$ cat config.mk
export PLATFORM = sky130hd
export DESIGN_NAME = wb_demux_2
export DESIGN_NICKNAME = d
export VERILOG_FILES = /design/src/rtl/wb_demux_2.sv
export SDC_FILE = /design/constraint.sdc
export NUM_CORES = 1
export LEC_CHECK = 0
export ABC_AREA = 1
export CORE_AREA = 2 2 125 127
export CTS_CLUSTER_SIZE = 24
export DETAILED_ROUTE_END_ITERATION = 6
export DIE_AREA = 0 0 127 129
export DONT_BUFFER_PORTS = 1
export GPL_TIMING_DRIVEN = 0
export PLACE_DENSITY = 0.3
export SLEW_MARGIN = 40
export SYNTH_ARGS = -nofsm -noshare
export SYNTH_HDL_FRONTEND = slang
export SYNTH_SLANG_ARGS = --single-unit
$ cat constraint.sdc
create_clock -name clk -period 1.1 [get_ports clk]
set_input_delay 0.22 -clock clk [delete_from_list [all_inputs] [get_ports clk]]
set_output_delay 0.22 -clock clk [all_outputs]
set_load 0.005 [all_outputs]
$ cat src/rtl/wb_demux_2.sv
// -----------------------------------------------------------------------------
// wb_demux_2 -- Wishbone classic 1-master to 2-slave demultiplexer.
//
// The address of each new access is decoded once in IDLE, and the result is
// registered into sel_q. The strobe and cycle are then routed to the selected
// slave for the rest of the access. An address that matches neither region
// gets a one-cycle decode error, and no slave is strobed. Slave 0 wins when
// both regions match.
//
// Optional feature (compile-time macro WB_DEMUX_TIMEOUT_EN):
//   When defined, a watchdog counts ACTIVE cycles that have no termination.
//   On the cycle where tmo_cnt == TIMEOUT_CYCLES-1:
//     - the slave cyc/stb are forced low,
//     - the master receives err,
//     - the FSM returns to IDLE.
//   When undefined, ACTIVE waits indefinitely for a slave termination.
//
// Ports:
//   clk, rst            clock; synchronous active-high reset
//   wbm_*               master-side Wishbone (adr/dat/we/sel/stb/cyc in,
//                       dat/ack/err/rty out)
//   wbs0_*, wbs1_*      slave-side Wishbone:
//                         - adr/dat/we/sel are broadcast to both slaves
//                         - cyc/stb go only to the selected slave
//                         - dat/ack/err/rty come back from the slaves
// -----------------------------------------------------------------------------
module wb_demux_2 #(
    parameter int                    DATA_WIDTH     = 32,
    parameter int                    ADDR_WIDTH     = 32,
    parameter int                    SELECT_WIDTH   = DATA_WIDTH / 8,
    parameter logic [ADDR_WIDTH-1:0] SLAVE0_ADDR    = '0,
    parameter logic [ADDR_WIDTH-1:0] SLAVE0_MASK    = '0,
    parameter logic [ADDR_WIDTH-1:0] SLAVE1_ADDR    = '0,
    parameter logic [ADDR_WIDTH-1:0] SLAVE1_MASK    = '0,
    parameter int                    TIMEOUT_CYCLES = 255
) (
    input  logic                    clk,
    input  logic                    rst,

    input  logic [ADDR_WIDTH-1:0]   wbm_adr_i,
    input  logic [DATA_WIDTH-1:0]   wbm_dat_i,
    output logic [DATA_WIDTH-1:0]   wbm_dat_o,
    input  logic                    wbm_we_i,
    input  logic [SELECT_WIDTH-1:0] wbm_sel_i,
    input  logic                    wbm_stb_i,
    output logic                    wbm_ack_o,
    output logic                    wbm_err_o,
    output logic                    wbm_rty_o,
    input  logic                    wbm_cyc_i,

    output logic [ADDR_WIDTH-1:0]   wbs0_adr_o,
    output logic [DATA_WIDTH-1:0]   wbs0_dat_o,
    output logic                    wbs0_we_o,
    output logic [SELECT_WIDTH-1:0] wbs0_sel_o,
    output logic                    wbs0_stb_o,
    output logic                    wbs0_cyc_o,
    input  logic [DATA_WIDTH-1:0]   wbs0_dat_i,
    input  logic                    wbs0_ack_i,
    input  logic                    wbs0_err_i,
    input  logic                    wbs0_rty_i,

    output logic [ADDR_WIDTH-1:0]   wbs1_adr_o,
    output logic [DATA_WIDTH-1:0]   wbs1_dat_o,
    output logic                    wbs1_we_o,
    output logic [SELECT_WIDTH-1:0] wbs1_sel_o,
    output logic                    wbs1_stb_o,
    output logic                    wbs1_cyc_o,
    input  logic [DATA_WIDTH-1:0]   wbs1_dat_i,
    input  logic                    wbs1_ack_i,
    input  logic                    wbs1_err_i,
    input  logic                    wbs1_rty_i
);

    typedef enum logic [1:0] {
        IDLE   = 2'd0,
        ACTIVE = 2'd1,
        DECERR = 2'd2
    } state_t;

    state_t state;
    logic   sel_q;

    // ------------------------------------------------------------------
    // Address decode, used only in IDLE when a new request is seen.
    // ------------------------------------------------------------------
    logic match0, match1, req;

    assign match0 = ((wbm_adr_i & SLAVE0_MASK) == SLAVE0_ADDR);
    assign match1 = ((wbm_adr_i & SLAVE1_MASK) == SLAVE1_ADDR);
    assign req    = wbm_cyc_i & wbm_stb_i;

    // ------------------------------------------------------------------
    // Return path from the selected slave.
    // ------------------------------------------------------------------
    logic                  s_ack, s_err, s_rty;
    logic [DATA_WIDTH-1:0] s_dat;

    always_comb begin
        // NOTE: every output of a combinational block gets a default first,
        // so no path can leave it unassigned and infer a latch.
        s_ack = 1'b0;
        s_err = 1'b0;
        s_rty = 1'b0;
        s_dat = '0;
        if (sel_q) begin
            s_ack = wbs1_ack_i;
            s_err = wbs1_err_i;
            s_rty = wbs1_rty_i;
            s_dat = wbs1_dat_i;
        end else begin
            s_ack = wbs0_ack_i;
            s_err = wbs0_err_i;
            s_rty = wbs0_rty_i;
            s_dat = wbs0_dat_i;
        end
    end

    logic in_active;
    logic live;        // ACTIVE with the master still holding the cycle
    logic slave_term;  // selected slave is terminating this cycle
    logic tmo_fire;    // watchdog expires this cycle (always 0 without the feature)

    assign in_active  = (state == ACTIVE);
    assign live       = in_active & wbm_cyc_i;
    assign slave_term = live & (s_ack | s_err | s_rty);

`ifdef WB_DEMUX_TIMEOUT_EN
    localparam int TMO_W = $clog2(TIMEOUT_CYCLES + 1);

    logic [TMO_W-1:0] tmo_cnt;

    assign tmo_fire = live & ~slave_term & (tmo_cnt == TMO_W'(TIMEOUT_CYCLES - 1));

    // ACTIVE can only be entered from IDLE, so clearing outside ACTIVE is
    // the same as clearing on entry.
    always_ff @(posedge clk) begin
        if (rst) begin
            tmo_cnt <= '0;
        end else if (!in_active) begin
            tmo_cnt <= '0;
        end else if (!slave_term) begin
            tmo_cnt <= tmo_cnt + TMO_W'(1);
        end
    end
`else
    assign tmo_fire = 1'b0;
`endif

    // ------------------------------------------------------------------
    // Slave-side outputs.
    // cyc/stb are gated combinationally by the master's cyc, so an abort
    // drops them in the same cycle. A firing watchdog also gates them off.
    // ------------------------------------------------------------------
    logic route;

    assign route = live & ~tmo_fire;

    assign wbs0_cyc_o = route & ~sel_q;
    assign wbs0_stb_o = route & ~sel_q & wbm_stb_i;
    assign wbs1_cyc_o = route &  sel_q;
    assign wbs1_stb_o = route &  sel_q & wbm_stb_i;

    assign wbs0_adr_o = wbm_adr_i;
    assign wbs0_dat_o = wbm_dat_i;
    assign wbs0_we_o  = wbm_we_i;
    assign wbs0_sel_o = wbm_sel_i;
    assign wbs1_adr_o = wbm_adr_i;
    assign wbs1_dat_o = wbm_dat_i;
    assign wbs1_we_o  = wbm_we_i;
    assign wbs1_sel_o = wbm_sel_i;

    // ------------------------------------------------------------------
    // Master-side outputs.
    // Terminations pass through in the same cycle, and only while live.
    // Stray terminations are therefore dropped:
    //   - in IDLE or DECERR,
    //   - after an abort,
    //   - from the unselected slave (excluded by the sel_q mux).
    // ------------------------------------------------------------------
    assign wbm_ack_o = live & s_ack;
    assign wbm_rty_o = live & s_rty;
    assign wbm_err_o = (live & s_err) | tmo_fire | ((state == DECERR) & req);
    assign wbm_dat_o = in_active ? s_dat : '0;

    // ------------------------------------------------------------------
    // Routing state machine.
    // ------------------------------------------------------------------
    always_ff @(posedge clk) begin
        // NOTE: state registers use non-blocking assignments, so every
        // register samples the pre-edge values and ordering does not matter.
        if (rst) begin
            state <= IDLE;
            sel_q <= 1'b0;
        end else begin
            case (state)
                IDLE: begin
                    if (req) begin
                        if (match0) begin
                            sel_q <= 1'b0;
                            state <= ACTIVE;
                        end else if (match1) begin
                            sel_q <= 1'b1;
                            state <= ACTIVE;
                        end else begin
                            state <= DECERR;
                        end
                    end
                end
                ACTIVE: begin
                    if (!wbm_cyc_i || slave_term || tmo_fire) begin
                        state <= IDLE;
                    end
                end
                DECERR:  state <= IDLE;
                default: state <= IDLE;
            endcase
        end
    end

endmodule
After elaboration in Yosys (flattened, before gate mapping):

Index checks and enable logic that the tools add are counted.

* add/sub/neg operators: 0
* eq/ne operators: 4
* multiply operators: 0
* order comparisons: 0
* div/mod/pow operators: 0
* mux-type cells: 4
* bitwise gates (word level): 11
* reductions and logical operators: 4
* shift operators: 0

Operator list (number)
* $mux 32: 1
* $and 1x1->1: 8
* $mux 2: 2
* $pmux 2 s2: 1
* $or 1x1->1: 3
* $eq 2x1->1 const B: 1
* $eq 2x2->1 const B: 1
* $logic_not 2->1: 1
* $ne 2x1->1 const B: 1
* $ne 2x2->1 const B: 1
* $reduce_and 2->1: 1
* $logic_not 1->1: 1
* $logic_or 1x1->1: 1

* memories: 0
* latch bits: 0
* register bits: 2
* input bits: 143
* ROM bits: 0
* bits in writable memories: 0
* output and inout bits: 177
* logic and storage cells: 24

Depth between registers and ports, before layout:

* depth after elaboration: 6
* depth in mapped cells: 5
* gate-level depth less buffers: 4

Worst setup path before layout:

OpenSTA, ideal clock, no wires.

* path type: register to output
* from: reg state[0]
* to: out wbm_dat_o[0]
* stages on the path, launching flop included: 5
* path buffers: 2
* setup slack: 0.213 ns
* data required time: 0.880 ns
* arrival time: 0.667 ns
* path through: dfxtp_1 buf_6 clkbuf_8 nand2_1 inv_1

* word-level cells in the longest chain between the ends: 2

Ends and longest elaborated chain
* start: declaration: RTL line 80 `state_t state;`
* start signal: assignment: RTL line 192 `state <= IDLE;`
* start signal: assignment: RTL line 200 `state <= ACTIVE;`
* start signal: assignment: RTL line 203 `state <= ACTIVE;`
* $eq 2x1->1: RTL line 123 `assign in_active = (state == ACTIVE);`
* $mux 32: RTL line 183 `assign wbm_dat_o = in_active ? s_dat : '0;`
* end: declaration: RTL line 42 `output logic [DATA_WIDTH-1:0] wbm_dat_o,`

No other way between the ends.

Worst setup path in the final report:

* from: reg state[0]
* to: out wbm_err_o

* word-level cells in the longest chain between the ends: 4
* elaborated cells on any way between the ends: 6
* those cells by class: 2 x eq/ne; 4 x bitwise

Ends and longest elaborated chain
* $eq 2x1->1: RTL line 123
* $and 1x1->1: RTL line 124 `assign live = in_active & wbm_cyc_i;`
* $and 1x1->1: RTL line 182 `assign wbm_err_o = (live & s_err) | tmo_fire | ((state == DECERR) & req);`
* $or 1x1->1 *: RTL line 182
* end: declaration: RTL line 47 `output logic wbm_err_o,`

Mark *: on every way between the ends. The rest lies on a longest branch, timed or not.

==> results.md <==
| Metric | Reported |
|:---|:---|
| Number of cells upsized or downsized after cts | 0 |
| Minimum hold slack | 0.390 ns |
| Pre-CTS WS | 0.0403 ns |
| Largest driver fanout on the critical path | 8 |
| Overall fraction of global-route tracks in use | 3.07% |
| Final worst-path setup slack | 0.110 ns |
| Post-Route WL | 3870 µm |
| Clock network fraction of total power | 0% |
| Count of antenna-violating nets left after detailed routing | 0 |
| RSZ-0062 raised after global routing | false |
| Max-slew violation count | 0 |
| Synth top cells by count | buf_4, inv_1, nand2_1 |
| Switching power summed over all nets | 187 µW |
| Total of endpoints with negative setup slack in the final report | 0 |
| Vias after detailed routing | 1156 |
| Final Critical Period | 0.990 ns |
| Count of yosys warnings during synthesis | 0 |
| Int Pwr | 382 µW |
| CP Launch Type | flip-flop |
| 1st-iter DRT viols | 26 |
| Area share of the leading cell type in the synthesized netlist | 73.0% |
| Die Wd | 127 µm |
| Clock skew after layout | 0 ns |
| Leakage dissipation | 1.11 nW |
| Final Core Density | 11.2% |
| Vias in the first global route | 856 |
| Number of setup buffers added after CTS | 0 |
| Prevailing post-synth register cell | dfxtp_1 |
| Initial core utilization | 9.62% |
| Syn Std Cell Area | 0.00144 mm² |
| Boundary Pins | 320 |
| Clk slew on worst S/H paths | 0 ns |
| Routed wirelength normalized by instance count | 9.29 µm |
| Status | complete, no violations |
| Combinational Power Share | 93.1% |
| Nature of the critical path endpoint | primary output |
| Achievable Freq | 1010 MHz |
| Maximum number of pins on one net before global-route repair | 11 |
| Clock latency of the later-clocked register in the worst-skew pair | 0 ns |
| Number of maximum-capacitance constraint violations | 0 |
| Synth Area per Inst | 6.32 µm² |
| Largest Register | state |
| Final nets | 374 |
| Setup TNS | 0 ns |
| Worst vdd rail ir drop | 0.0000659 V |
| Cell types occupying the most area after synthesis | buf_4, inv_1, nand2_1 |
| Dpl hpwl | 3660 µm |
| Placeable Area | 0.0150 mm² |
| DIE AREA | 0.0164 mm² |
| Share of layout cells above drive strength 1 | 64.6% |
| Post-layout instance count excluding filler cells | 417 |
| Total power divided by cell area | 338 mW/mm² |
| Number of enable-type register cells in the synthesized netlist | 0 |
| Top Registers | state x1 |
| Worst endpoint required time | 0.88 ns |
| Number of optimization iterations in the first detailed-route pass | 4 |
| Number of remaining DRC errors | 0 |
| Port Buffers | 0 |
| Kind of path behind the tightest hold check | in -> reg |
| Part of the Yosys area used for sequential elements | 1.39% |
| Leftover overflow at the end of global routing | 0 |
| Asr flop ratio synth | 0% |
| Number of buffers inserted by hold repair at cts | 0 |
| Cell type contributing the most total cell area after synthesis | buf_4 |
| Initial antenna violation count | 0 |
| Proportion of power drawn by flip-flops and latches | 6.9% |
| Switching Share | 32.9% |
| Most frequently used cell type in the post-synthesis netlist | buf_4 |
| Y dimension of the die | 129 µm |
| Count of distinct cell types in the synthesized netlist | 10 |
| Cells after Synth | 228 |
| Antenna Diode Count | 0 |
| Signed area change from the synthesized netlist to the final layout | 16.9% |
| Total count of hold-check failures in the final report | 0 |
| Cell total after placement | 417 |
| Worst Path Arrival | 0.77 ns |
| Routed via count divided by cell count | 2.77 |
| Site Rows | 45 |
| Routability Congestion | 0.696 |
| Number of synthesized register bits | 1 |
| Share of the clock period used by the worst path | 90.0% |
| Type of the worst setup path | reg -> out |
| Flip-flop count of the largest register, all copies and words added | 1 |
| First-pass GRT wire length | 3900 µm |
[layout make-up]
class / instances / area, µm²
Buffer: 144 / 1100
Fill cell: 1720 / 13300
Inverter: 39 / 146
Multi-Input combinational cell: 45 / 179
Sequential cell: 1 / 20.0
Tap cell: 188 / 235
[cells by family after synthesis]
family	share of synthesized area [%]
AND/OR/NAND/NOR	10.9
AO/OA/AOI/OAI	0.608
buffers and inverters	86.8
other	0.260
flip-flops	1.39
[worst max-delay path, stage by stage (launching register included)]
cell     delay [ns]
dfxtp_1        0.30
buf_6          0.14
nand2_1        0.15
nor2_1         0.18
[cells in the final DEF, fill, tap and decap left out, drive strengths merged]
cell and count:
a21oi 1, clkbuf 3, nand2 36, conb 2, nor2 6, buf 141
dfxtp 1, inv 39
[final timing paths]
| check | start | endpoint | slack, ns | cells past startpoint |
|---|---|---|---|---|
| hold reg to reg | state[0]$_SDFFE_PP0P_ | state[0]$_SDFFE_PP0P_ | 0.56 | 2 |
| setup reg to reg | state[0]$_SDFFE_PP0P_ | state[0]$_SDFFE_PP0P_ | 0.37 | 5 |
| setup / recovery | state[0]$_SDFFE_PP0P_ | wbm_err_o | 0.11 | 3 |
| hold / removal | rst | state[0]$_SDFFE_PP0P_ | 0.39 | 3 |
[per-stage QoR]
stage	instance area (µm²)	total power, mW
4_1_cts	1680	0.575
3_5_place_dp	1680	0.574
2_1_floorplan	1440	0.526
5_1_grt	1680	0.609
3_3_place_gp	1680	0.585
6_report	1680	0.569
[routing by layer]
| metal | routed length, µm | GRT usage [%] |
|---|---|---|
| met4 | 128 | 1.29 |
| met3 | 688 | 0.790 |
| met2 | 2300 | 7.94 |
| met5 | 0 | 0 |
| met1 | 756 | 1.55 |
[power by group through the flow]
| stage | Clock, mW | Sequential, mW | Combinational, mW |
|---|---|---|---|
| after floorplan | 0 | 0.0395 | 0.487 |
| after CTS | 0 | 0.0395 | 0.535 |
| final | 0 | 0.0395 | 0.530 |
| after global placement | 0 | 0.0395 | 0.546 |
| after global routing | 0 | 0.0397 | 0.569 |
| after detailed placement | 0 | 0.0395 | 0.535 |
Note: power is estimated with default switching activity, not from simulation.
